[config.mk]
export PLATFORM = sky130hd
export DESIGN_NAME = ex_mem_pipe
export DESIGN_NICKNAME = d
export VERILOG_FILES = /design/src/rtl/ex_mem_pipe_pkg.sv /design/src/rtl/ex_mem_pipe_slice.sv /design/src/rtl/ex_mem_pipe.sv
export SDC_FILE = /design/constraint.sdc
export NUM_CORES = 1
export LEC_CHECK = 0
export CORE_AREA = 2 2 163 117
export CTS_BUF_LIST = sky130_fd_sc_hd__clkbuf_4 sky130_fd_sc_hd__clkbuf_8 sky130_fd_sc_hd__clkbuf_16
export DETAILED_ROUTE_END_ITERATION = 16
export DIE_AREA = 0 0 165 119
export GPL_ROUTABILITY_DRIVEN = 0
export PLACE_DENSITY = 0.77
export SYNTH_ARGS = -nofsm -noshare
export SYNTH_HDL_FRONTEND = slang
export SYNTH_SLANG_ARGS = --single-unit
[constraint.sdc]
create_clock -name clk -period 4.7 [get_ports clk]
set_input_delay 0.94 -clock clk [delete_from_list [all_inputs] [get_ports clk]]
set_output_delay 0.94 -clock clk [all_outputs]
set_load 0.1 [all_outputs]
[src/rtl/ex_mem_pipe_pkg.sv]
// Shared EX->MEM definitions: field widths, NOP encodings, the bundle layout
// and the controller's stall-vector bit positions.
package pipe_defs;

    localparam int DATA_W_DEF  = 32;
    localparam int PC_W_DEF    = 32;
    localparam int RADDR_W_DEF = 5;
    localparam int WE_W_DEF    = 4;
    localparam int ALUOP_W_DEF = 8;

    localparam logic [ALUOP_W_DEF-1:0] ALUOP_NOP = '0;
    localparam logic [WE_W_DEF-1:0]    WREG_DIS  = '0;

    typedef struct packed {
        logic                   valid;
        logic [RADDR_W_DEF-1:0] wd;
        logic [WE_W_DEF-1:0]    wreg;
        logic [DATA_W_DEF-1:0]  wdata;
        logic [ALUOP_W_DEF-1:0] aluop;
        logic [DATA_W_DEF-1:0]  mem_addr;
        logic [DATA_W_DEF-1:0]  reg2;
        logic [PC_W_DEF-1:0]    pc;
    } ex_mem_bundle_t;

    // Bit positions within the controller's stall vector.
    localparam int STALL_W   = 6;
    localparam int STALL_PC  = 0;
    localparam int STALL_IF  = 1;
    localparam int STALL_ID  = 2;
    localparam int STALL_EX  = 3;
    localparam int STALL_MEM = 4;
    localparam int STALL_WB  = 5;

    function automatic logic [2:0] count_valid(input logic [3:0] v);
        count_valid = 3'(v[0]) + 3'(v[1]) + 3'(v[2]) + 3'(v[3]);
    endfunction

endpackage

[src/rtl/ex_mem_pipe_slice.sv]
// One register slice of the EX->MEM pipe; clear beats hold beats bubble beats load.
module pipe_slice #(
    parameter int W = 8
) (
    input  logic         clk,
    input  logic         rst,
    input  logic         clear,
    input  logic         hold,
    input  logic         bubble,
    input  logic [W-1:0] d,
    output logic [W-1:0] q
);

    always_ff @(posedge clk or posedge rst) begin
        if (rst) begin
            q <= '0;
        end else if (clear) begin
            q <= '0;
        end else if (hold) begin
            q <= q;
        end else if (bubble) begin
            q <= '0;
        end else begin
            q <= d;
        end
    end

endmodule

[src/rtl/ex_mem_pipe.sv]
// EX->MEM pipeline register with DEPTH retiming slices, stall/bubble/flush
// control and a registered count of valid slices.
module ex_mem_pipe
    import pipe_defs::*;
#(
    parameter int DATA_W  = 32,
    parameter int PC_W    = 32,
    parameter int RADDR_W = 5,
    parameter int WE_W    = 4,
    parameter int ALUOP_W = 8,
    parameter int DEPTH   = 1
) (
    input  logic               clk,
    input  logic               rst,
    input  logic               ex_stall,
    input  logic               mem_stall,
    input  logic               flush,
    input  logic               ex_valid,
    input  logic [RADDR_W-1:0] ex_wd,
    input  logic [WE_W-1:0]    ex_wreg,
    input  logic [DATA_W-1:0]  ex_wdata,
    input  logic [ALUOP_W-1:0] ex_aluop,
    input  logic [DATA_W-1:0]  ex_mem_addr,
    input  logic [DATA_W-1:0]  ex_reg2,
    input  logic [PC_W-1:0]    ex_pc,
    output logic               mem_valid,
    output logic [RADDR_W-1:0] mem_wd,
    output logic [WE_W-1:0]    mem_wreg,
    output logic [DATA_W-1:0]  mem_wdata,
    output logic [ALUOP_W-1:0] mem_aluop,
    output logic [DATA_W-1:0]  mem_mem_addr,
    output logic [DATA_W-1:0]  mem_reg2,
    output logic [PC_W-1:0]    mem_pc,
    output logic [2:0]         occupancy
);

    localparam int BW = 1 + RADDR_W + WE_W + DATA_W + ALUOP_W + DATA_W + DATA_W + PC_W;

    if (DEPTH < 1 || DEPTH > 4) begin : g_bad_depth
        $error("ex_mem_pipe: DEPTH must be within 1..4");
    end

    logic [BW-1:0]    ex_bundle;
    logic [BW-1:0]    slice_d [DEPTH];
    logic [BW-1:0]    slice_q [DEPTH];
    logic [DEPTH-1:0] valid_q;
    logic [DEPTH-1:0] valid_next;
    logic [2:0]       occ_q;

    // An invalid instruction must never write or issue a memory op downstream.
    assign ex_bundle = {ex_valid,
                        ex_wd,
                        ex_valid ? ex_wreg  : WE_W'(WREG_DIS),
                        ex_wdata,
                        ex_valid ? ex_aluop : ALUOP_W'(ALUOP_NOP),
                        ex_mem_addr,
                        ex_reg2,
                        ex_pc};

    for (genvar k = 0; k < DEPTH; k++) begin : g_slice
        if (k == 0) begin : g_head
            assign slice_d[k] = ex_bundle;
        end else begin : g_tail
            assign slice_d[k] = slice_q[k-1];
        end

        pipe_slice #(.W(BW)) u_slice (
            .clk    (clk),
            .rst    (rst),
            .clear  (flush),
            .hold   (mem_stall),
            .bubble (ex_stall && (k == 0)),
            .d      (slice_d[k]),
            .q      (slice_q[k])
        );

        assign valid_q[k] = slice_q[k][BW-1];
    end

    always_comb begin
        valid_next = valid_q;
        if (flush) begin
            valid_next = '0;
        end else if (!mem_stall) begin
            valid_next[0] = ex_valid && !ex_stall;
            for (int k = 1; k < DEPTH; k++) begin
                valid_next[k] = valid_q[k-1];
            end
        end
    end

    // Counting the next-state valid bits keeps occupancy in step with the slices.
    always_ff @(posedge clk or posedge rst) begin
        if (rst) begin
            occ_q <= '0;
        end else begin
            occ_q <= count_valid(4'(valid_next));
        end
    end

    assign occupancy = occ_q;

    assign {mem_valid, mem_wd, mem_wreg, mem_wdata, mem_aluop,
            mem_mem_addr, mem_reg2, mem_pc} = slice_q[DEPTH-1];

endmodule
==> results of run 1 <==
[cell type report]
cell class,count,area [µm²]
inverters,1,7.51
repair buffers,302,3040
clock inverters,12,133
fillers,1625,8130
clock buffers,19,447
multi-input cells,441,2600
flip-flops and latches,147,3680
well taps,242,303
[cells in the mapped netlist]
master,n,area (µm²)
inv_1,1,3.75
clkbuf_1,14,52.6
buf_6,22,248
conb_1,1,3.75
nand2_1,146,548
or3b_1,134,1170
dfrtp_1,147,3680
nand4bb_1,12,135
a21oi_1,147,736
buf_4,4,30.0
buf_1,3,11.3
buf_2,24,120
[cell families (layout without fill, tap and decap cells)]
| group | Yosys count | after routing | synth area share |
|---|---|---|---|
| AO/OA/AOI/OAI | 147 | 147 | 0.109 |
| buffers and inverters | 68 | 334 | 0.0691 |
| flip-flops | 147 | 147 | 0.546 |
| other | 1 | 2 | 0.000556 |
| AND/OR/NAND/NOR | 292 | 292 | 0.275 |
[how the worst max path moves through the flow]
stage | start | end | slack (ns) | cells after the start
2_1_floorplan | rst | g_slice[0].u_slice.q[0]$_DFFE_PP0P_ | 1.91 | 1
3_3_place_gp | ex_stall | g_slice[0].u_slice.q[26]$_DFFE_PP0P_ | 2.12 | 4
3_5_place_dp | ex_stall | g_slice[0].u_slice.q[26]$_DFFE_PP0P_ | 2.11 | 4
4_1_cts | g_slice[0].u_slice.q[30]$_DFFE_PP0P_ | mem_pc[30] | 1.77 | 1
5_1_grt | g_slice[0].u_slice.q[30]$_DFFE_PP0P_ | mem_pc[30] | 1.74 | 1
6_report | g_slice[0].u_slice.q[19]$_DFFE_PP0P_ | mem_pc[19] | 1.82 | 1
[flip-flops by register name, summed over array words and instances (netlist names)]
register / cells
g_slice.u_slice.q: 146
occupancy: 1
[per-layer routing]
layer / part of all wire / wire (µm)
met1: 0.43 / 8150
met2: 0.46 / 8660
met3: 0.097 / 1840
met5: 0 / 0
met4: 0.015 / 289
[power by group]
| group | switching, mW | total (mW) | internal [mW] |
|---|---|---|---|
| clock | 0.540 | 1.34 | 0.801 |
| sequential | 0.0242 | 1.33 | 1.31 |
| combinational | 0.504 | 0.744 | 0.240 |
| total | 1.07 | 3.42 | 2.35 |
==> impl_metrics.env, run 1 <==
export IMPL_total_power_mw=3.42
export IMPL_grtUsageMet3=0.0763
export IMPL_whs_path_depth=2
export IMPL_status="completed"
export IMPL_grt_met2_usage=0.301
export IMPL_num_vias=5729
export IMPL_synth_cells=655
export IMPL_peakVddDrop_uv=214
export IMPL_htree_levels=4
export IMPL_drive_above_1_share=0.0434
export IMPL_fin_skew_ns=0.000152
export IMPL_synth_seq_cells=147
export IMPL_route_antenna_remaining_nets=0
export IMPL_critPathMaxFanout=2
export IMPL_synthDistinctLibCells=12
export IMPL_track_usage=0.192
export IMPL_worst_slack_ns=1.82
export IMPL_coreArea_um2=18300
export IMPL_maxCapViolCount=0
export IMPL_dpl_worst_slack_ns=2.11
export IMPL_final_hold_violation_count=0
export IMPL_clkTransAtPathRegs_ns=0.06
export IMPL_drt_total_wl_um=18900
export IMPL_hold_start="g_slice[0].u_slice.q[71]$_DFFE_PP0P_"
export IMPL_use_met1=0.245
export IMPL_end_kind="primary output"
export IMPL_numCtsBuffers=17
export IMPL_root_buffer="clkbuf_16"
export IMPL_boundaryPins=300
export IMPL_busiest_layer="met2"
export IMPL_holdWs_ns=0.514
export IMPL_rows=42
export IMPL_port_buffers=297
export IMPL_rsz0062_at_grt="no"
export IMPL_final_common_cell="clkdlybuf4s50_1"
export IMPL_start_util=0.368
export IMPL_finalSetupViolCount=0
export IMPL_yosysSeqAreaShare=0.546
export IMPL_holdPathEnd="g_slice[0].u_slice.q[71]$_DFFE_PP0P_"
export IMPL_required_ns=3.76
export IMPL_antennaDiodeCount=0
export IMPL_yosysWarnings=0
export IMPL_fin_util=0.557
export IMPL_min_path_type="reg2reg"
export IMPL_grt_overflow_total=0
export IMPL_clock_latency_ns=0.40
export IMPL_holdBufCountCts=0
export IMPL_wl_per_cell_um=16.3
export IMPL_grt_max_degree=148
export IMPL_maxSlewHeadroom=0.319
export IMPL_die_area_um2=19600
export IMPL_grt_pass1_vias=5570
export IMPL_fin_setup_tns_ns=0
export IMPL_slew_violations=0
export IMPL_cpPeakStageDelay_ns=1.17
export IMPL_numPlacedInstances=1133
export IMPL_power_density_nw_per_um2=335
export IMPL_cts_tree="yes"
export IMPL_die_y_um=119
export IMPL_r2r_end="g_slice[0].u_slice.q[7]$_DFFE_PP0P_"
export IMPL_clk_path_buf_depth=2
export IMPL_period_share=0.613
export IMPL_hpwl_um=12100
export IMPL_rr_startpoint="g_slice[0].u_slice.q[7]$_DFFE_PP0P_"
export IMPL_path_class="reg2out"
export IMPL_remaining_drc_errors=0
export IMPL_cts_resized=0
export IMPL_crit_path_start_kind="flip-flop"
export IMPL_reg2reg_slack_ns=3.99
export IMPL_clock_sinks=147
export IMPL_drt_first_iter_violations=402
export IMPL_layout_nets=1061
export IMPL_leakage_nw=4.09
export IMPL_syn_cell_area_um2=6740
export IMPL_syn2layout_area_growth_pct=51.5
export IMPL_fin_area_um2=10200
export IMPL_stdcell_count=1164
export IMPL_syn_avg_cell_area_um2=10.3
export IMPL_min_period_ns=2.88
export IMPL_rr_worst_depth=2
export IMPL_fmax_ghz=0.347
export IMPL_dr_pass1_iters=4
export IMPL_grt_pass1_wl_um=29800
export IMPL_crit_slowest_cell="clkdlybuf4s50_1"
export IMPL_postCtsSetupBuffers=0
export IMPL_placed_area_um2=9630
export IMPL_layout_common_cells="294 x clkdlybuf4s50_1, 147 x a21oi_1, 147 x dfrtp_1"
export IMPL_viasPerCell=4.92
export IMPL_cp_arrival_ns=1.94
export IMPL_cp_num_buf_inv=1
export IMPL_path_cells="clkdlybuf4s50_1"
export IMPL_antenna_found_initial=0
export IMPL_dieWidth_um=165
export IMPL_crit_family="buffers and inverters"
export IMPL_worst_pin_slew_ns=1.02
No activity file was read; power rests on OpenSTA's default activity.
==> run 2: changes to the inputs <==
==> constraint.sdc (replaced) <==
create_clock -name clk -period 2.5 [get_ports clk]
set_input_delay 0.5 -clock clk [delete_from_list [all_inputs] [get_ports clk]]
set_output_delay 0.5 -clock clk [all_outputs]
set_load 0.1 [all_outputs]
==> impl_metrics.env, run 2 (same netlist as run 1, synthesis figures left out) <==
export IMPL_cp_arrival_ns=1.11
export IMPL_critPathMaxFanout=2
export IMPL_path_cells="buf_4"
export IMPL_switchingPower_mw=2.02
export IMPL_drt_first_iter_violations=376
export IMPL_largest_reg_flops=146
export IMPL_dr_pass1_iters=4
export IMPL_fin_skew_ns=0.0000583
export IMPL_min_path_type="reg2reg"
export IMPL_start_util=0.368
export IMPL_numCtsBuffers=17
export IMPL_regMostFlops="g_slice.u_slice.q"
export IMPL_holdWs_ns=0.519
export IMPL_remaining_drc_errors=0
export IMPL_crit_path_start_kind="flip-flop"
export IMPL_drt_total_wl_um=18900
export IMPL_cellInternalPower_mw=4.55
export IMPL_numPlacedInstances=1146
export IMPL_clock_latency_ns=0.41
export IMPL_dieWidth_um=165
export IMPL_cts_resized=0
export IMPL_maxCapViolCount=0
export IMPL_whs_path_depth=2
export IMPL_die_area_um2=19600
export IMPL_power_frac_clock=0.405
export IMPL_clock_sinks=147
export IMPL_final_hold_violation_count=0
export IMPL_grt_overflow_total=0
export IMPL_fin_setup_tns_ns=0
export IMPL_power_frac_comb=0.213
export IMPL_use_met1=0.250
export IMPL_postCtsSetupBuffers=0
export IMPL_port_buffers=297
export IMPL_rows=42
export IMPL_route_antenna_remaining_nets=0
export IMPL_boundaryPins=300
export IMPL_busiest_layer="met2"
export IMPL_status="completed"
export IMPL_maxSlewHeadroom=0.576
export IMPL_clkTransAtPathRegs_ns=0.06
export IMPL_grt_met2_usage=0.299
export IMPL_antennaDiodeCount=0
export IMPL_cpPeakStageDelay_ns=0.38
export IMPL_cp_depth=1
export IMPL_p_seq_frac=0.382
export IMPL_required_ns=2.00
export IMPL_grtUsageMet3=0.0648
export IMPL_peakVddDrop_uv=380
export IMPL_power_density_nw_per_um2=653
export IMPL_fmax_ghz=0.622
export IMPL_worst_pin_slew_ns=0.637
export IMPL_finalSetupViolCount=0
export IMPL_slew_violations=0
export IMPL_min_period_ns=1.61
export IMPL_track_usage=0.192
export IMPL_crit_slowest_cell="dfrtp_1"
export IMPL_grt_pass1_wl_um=29500
export IMPL_grt_max_degree=86
export IMPL_cp_num_buf_inv=1
export IMPL_num_vias=5749
export IMPL_period_share=0.643
export IMPL_hpwl_um=12700
export IMPL_root_buffer="clkbuf_16"
export IMPL_final_common_cell="buf_4"
export IMPL_antenna_found_initial=0
export IMPL_holdBufCountCts=0
export IMPL_crit_family="flip-flops"
export IMPL_coreArea_um2=18300
export IMPL_drive_above_1_share=0.215
export IMPL_p_sw_frac=0.307
export IMPL_layout_common_cells="158 x buf_4, 147 x a21oi_1, 147 x dfrtp_1, 147 x clkdlybuf4s50_1, 146 x nand2_1"
export IMPL_end_kind="primary output"
export IMPL_leakage_nw=4.49
export IMPL_die_y_um=119
export IMPL_cts_tree="yes"
export IMPL_clk_path_buf_depth=2
export IMPL_syn2layout_area_growth_pct=49.1
export IMPL_rr_worst_depth=2
export IMPL_grt_pass1_vias=5652
export IMPL_stdcell_count=1178
export IMPL_viasPerCell=4.88
export IMPL_wl_per_cell_um=16.0
export IMPL_layout_nets=1074
export IMPL_path_class="reg2out"
export IMPL_htree_levels=4
export IMPL_rsz0062_at_grt="no"
## run 2: per-layer routing
metal,wire length (µm),share of wire
met5,0,0
met4,294,0.016
met3,1540,0.081
met2,8660,0.46
met1,8380,0.44
## run 2: area by class of cell
type | instances | area [µm²]
clock buffer | 21 | 462
clock inverter | 11 | 153
fill | 1635 | 8290
inverter | 1 | 7.51
multi-input combinational | 441 | 2600
sequential | 147 | 3680
tap | 242 | 303
timing repair buffer | 315 | 2850
## run 2: worst paths after layout
check / start / to / slack [ns]
max: g_slice[0].u_slice.q[99]$_DFFE_PP0P_ / mem_aluop[3] / 0.89
min: g_slice[0].u_slice.q[118]$_DFFE_PP0P_ / g_slice[0].u_slice.q[118]$_DFFE_PP0P_ / 0.52
max reg2reg: g_slice[0].u_slice.q[138]$_DFFE_PP0P_ / g_slice[0].u_slice.q[138]$_DFFE_PP0P_ / 1.83
min reg2reg: g_slice[0].u_slice.q[118]$_DFFE_PP0P_ / g_slice[0].u_slice.q[118]$_DFFE_PP0P_ / 0.52
max in group asynchronous: rst / g_slice[0].u_slice.q[110]$_DFFE_PP0P_ / 1.56
min in group asynchronous: rst / g_slice[0].u_slice.q[38]$_DFFE_PP0P_ / 0.57
## run 2: power by group through the flow
stage                     clock, mW  combinational, mW  sequential [mW]
after CTS                      2.73               1.41             2.51
after floorplan                   0              0.342             3.16
after detailed placement          0               1.41             2.55
after global placement            0               1.40             2.55
after global routing           2.84               1.47             2.52
final                          2.66               1.40             2.51
## run 2: metrics by stage
step	power (mW)	setup WS, ns	util	cell area (µm²)
after CTS	6.66	0.864	0.548	10100
after global placement	3.95	0.818	0.515	9440
after floorplan	3.50	0.153	-	6750
after detailed placement	3.96	0.745	0.515	9440
final	6.57	0.893	0.548	10100
after global routing	6.83	0.847	0.548	10100
==> run 3: changes to the inputs <==
--- a/config.mk
+++ b/config.mk
@@ -5,12 +5,12 @@
 export SDC_FILE = /design/constraint.sdc
 export NUM_CORES = 1
 export LEC_CHECK = 0
-export CORE_AREA = 2 2 163 117
+export CORE_AREA = 2 2 155 111
 export CTS_BUF_LIST = sky130_fd_sc_hd__clkbuf_4 sky130_fd_sc_hd__clkbuf_8 sky130_fd_sc_hd__clkbuf_16
 export DETAILED_ROUTE_END_ITERATION = 16
-export DIE_AREA = 0 0 165 119
+export DIE_AREA = 0 0 157 113
 export GPL_ROUTABILITY_DRIVEN = 0
-export PLACE_DENSITY = 0.77
+export PLACE_DENSITY = 0.81
 export SYNTH_ARGS = -nofsm -noshare
 export SYNTH_HDL_FRONTEND = slang
 export SYNTH_SLANG_ARGS = --single-unit
==> constraint.sdc (replaced) <==
create_clock -name clk -period 1.5 [get_ports clk]
set_input_delay 0.3 -clock clk [delete_from_list [all_inputs] [get_ports clk]]
set_output_delay 0.3 -clock clk [all_outputs]
set_load 0.1 [all_outputs]
==> impl_metrics.env, run 3 (same netlist as run 1, synthesis figures left out) <==
export IMPL_grt_pass1_wl_um=32500
export IMPL_largest_reg_flops=146
export IMPL_grt_max_degree=74
export IMPL_holdBufCountCts=0
export IMPL_reg2reg_slack_ns=0.72
export IMPL_min_path_type="in2reg"
export IMPL_clkTransAtPathRegs_ns=0.06
export IMPL_drive_above_1_share=0.215
export IMPL_die_y_um=113
export IMPL_cpPeakStageDelay_ns=0.44
export IMPL_leakage_nw=4.90
export IMPL_crit_family="flip-flops"
export IMPL_fillers=1064
export IMPL_rr_startpoint="g_slice[0].u_slice.q[114]$_DFFE_PP0P_"
export IMPL_grtUsageMet3=0.0954
export IMPL_root_buffer="clkbuf_16"
export IMPL_end_kind="primary output"
export IMPL_critPathMaxFanout=2
export IMPL_crit_slowest_cell="dfrtp_1"
export IMPL_power_density_nw_per_um2=928
export IMPL_fin_skew_ns=0.00402
export IMPL_antennaDiodeCount=0
export IMPL_status="completed"
export IMPL_track_usage=0.235
export IMPL_layout_nets=1076
export IMPL_min_period_ns=1.36
export IMPL_dieWidth_um=157
export IMPL_rr_worst_depth=2
export IMPL_slew_violations=0
export IMPL_remaining_drc_errors=0
export IMPL_postCtsSetupBuffers=0
export IMPL_port_buffers=297
export IMPL_htree_levels=4
export IMPL_cp_num_buf_inv=1
export IMPL_start_util=0.417
export IMPL_holdPathEnd="g_slice[0].u_slice.q[51]$_DFFE_PP0P_"
export IMPL_whs_path_depth=2
export IMPL_path_cells="buf_12"
export IMPL_fin_util=0.735
export IMPL_fmax_ghz=0.736
export IMPL_final_common_cell="buf_12"
export IMPL_drt_total_wl_um=20400
export IMPL_required_ns=1.20
export IMPL_drt_first_iter_violations=370
export IMPL_dr_pass1_iters=4
export IMPL_period_share=0.905
export IMPL_use_met1=0.284
export IMPL_num_vias=5881
export IMPL_cp_arrival_ns=1.06
export IMPL_layout_common_cells="160 x buf_12, 147 x a21oi_1, 147 x dfrtp_1, 147 x clkdlybuf4s50_1, 146 x nand2_1"
export IMPL_grt_met2_usage=0.392
export IMPL_cts_tree="yes"
export IMPL_syn2layout_area_growth_pct=76.1
export IMPL_wl_per_cell_um=17.5
export IMPL_hold_start="flush"
export IMPL_clock_latency_ns=0.41
export IMPL_viasPerCell=5.07
export IMPL_numPlacedInstances=1131
export IMPL_antenna_found_initial=0
export IMPL_boundaryPins=300
export IMPL_hpwl_um=14300
export IMPL_grt_pass1_vias=6023
export IMPL_crit_path_start_kind="flip-flop"
export IMPL_stdcell_count=1161
export IMPL_final_hold_violation_count=0
export IMPL_regMostFlops="g_slice.u_slice.q"
export IMPL_coreArea_um2=16200
export IMPL_peakVddDrop_uv=696
export IMPL_clk_path_buf_depth=2
export IMPL_cts_resized=0
export IMPL_numCtsBuffers=17
export IMPL_busiest_layer="met2"
export IMPL_path_class="reg2out"
export IMPL_finalSetupViolCount=0
export IMPL_grt_overflow_total=0
export IMPL_route_antenna_remaining_nets=0
export IMPL_r2r_end="g_slice[0].u_slice.q[114]$_DFFE_PP0P_"
export IMPL_rows=39
export IMPL_die_area_um2=17700
export IMPL_rsz0062_at_grt="no"
export IMPL_clock_sinks=147
export IMPL_maxCapViolCount=0
==> run 3: cell types whose count changed in the layout (fill, tap and decap cells not counted), sizes merged <==
cell | previous run | this run
clkinv | 6 | 4
buf | 168 | 170
clkinvlp | 1 | 7
bufinv | 3 | 1
clkbuf | 21 | 18
inv | 2 | 1
==> run 3: worst max path at each step <==
stage | startpoint | end | slack, ns | depth (start not counted)
2_1_floorplan | rst | g_slice[0].u_slice.q[0]$_DFFE_PP0P_ | -0.65 | 1
3_3_place_gp | ex_valid | g_slice[0].u_slice.q[145]$_DFFE_PP0P_ | 0.14 | 3
3_5_place_dp | mem_stall | g_slice[0].u_slice.q[109]$_DFFE_PP0P_ | 0.08 | 4
4_1_cts | g_slice[0].u_slice.q[114]$_DFFE_PP0P_ | mem_wdata[10] | 0.13 | 1
5_1_grt | g_slice[0].u_slice.q[118]$_DFFE_PP0P_ | mem_wdata[14] | 0.11 | 1
6_report | g_slice[0].u_slice.q[114]$_DFFE_PP0P_ | mem_wdata[10] | 0.14 | 1
==> run 3: metrics by stage <==
step	hold slack (ns)	worst slack, ns	total power [mW]	TNS [ns]	instance area, µm²
5_1_grt	0.186	0.106	11.4	0	11900
2_1_floorplan	0.468	-0.647	5.84	-95.11	6750
6_report	0.192	0.142	11.0	0	11900
3_3_place_gp	0.550	0.140	7.03	0	11300
3_5_place_dp	0.557	0.0814	7.06	0	11300
4_1_cts	0.173	0.132	11.1	0	11900
==> run 3: layout make-up <==
class	instances	area [µm²]	share of cell area
Clock buffer	18	439	0.0370
Clock inverter	12	111	0.00938
Multi-Input combinational cell	441	2600	0.219
Sequential cell	147	3680	0.310
Inverter	1	7.51	0.000632
Timing Repair Buffer	317	4750	0.400
Tap cell	225	282	0.0237
==> run 3: metal layers <==
layer	vias to the layer above	share of wire
met5	-	0
met4	0	0.015
met3	24	0.092
met2	225	0.49
met1	2840	0.40
li1	2792	-
==> run 3: report_power, final <==
part	internal (mW)	switching (mW)	total (mW)
Clock	2.31	1.72	4.03
Combinational	1.12	1.60	2.72
Sequential	4.10	0.154	4.26
Total	7.53	3.48	11.0
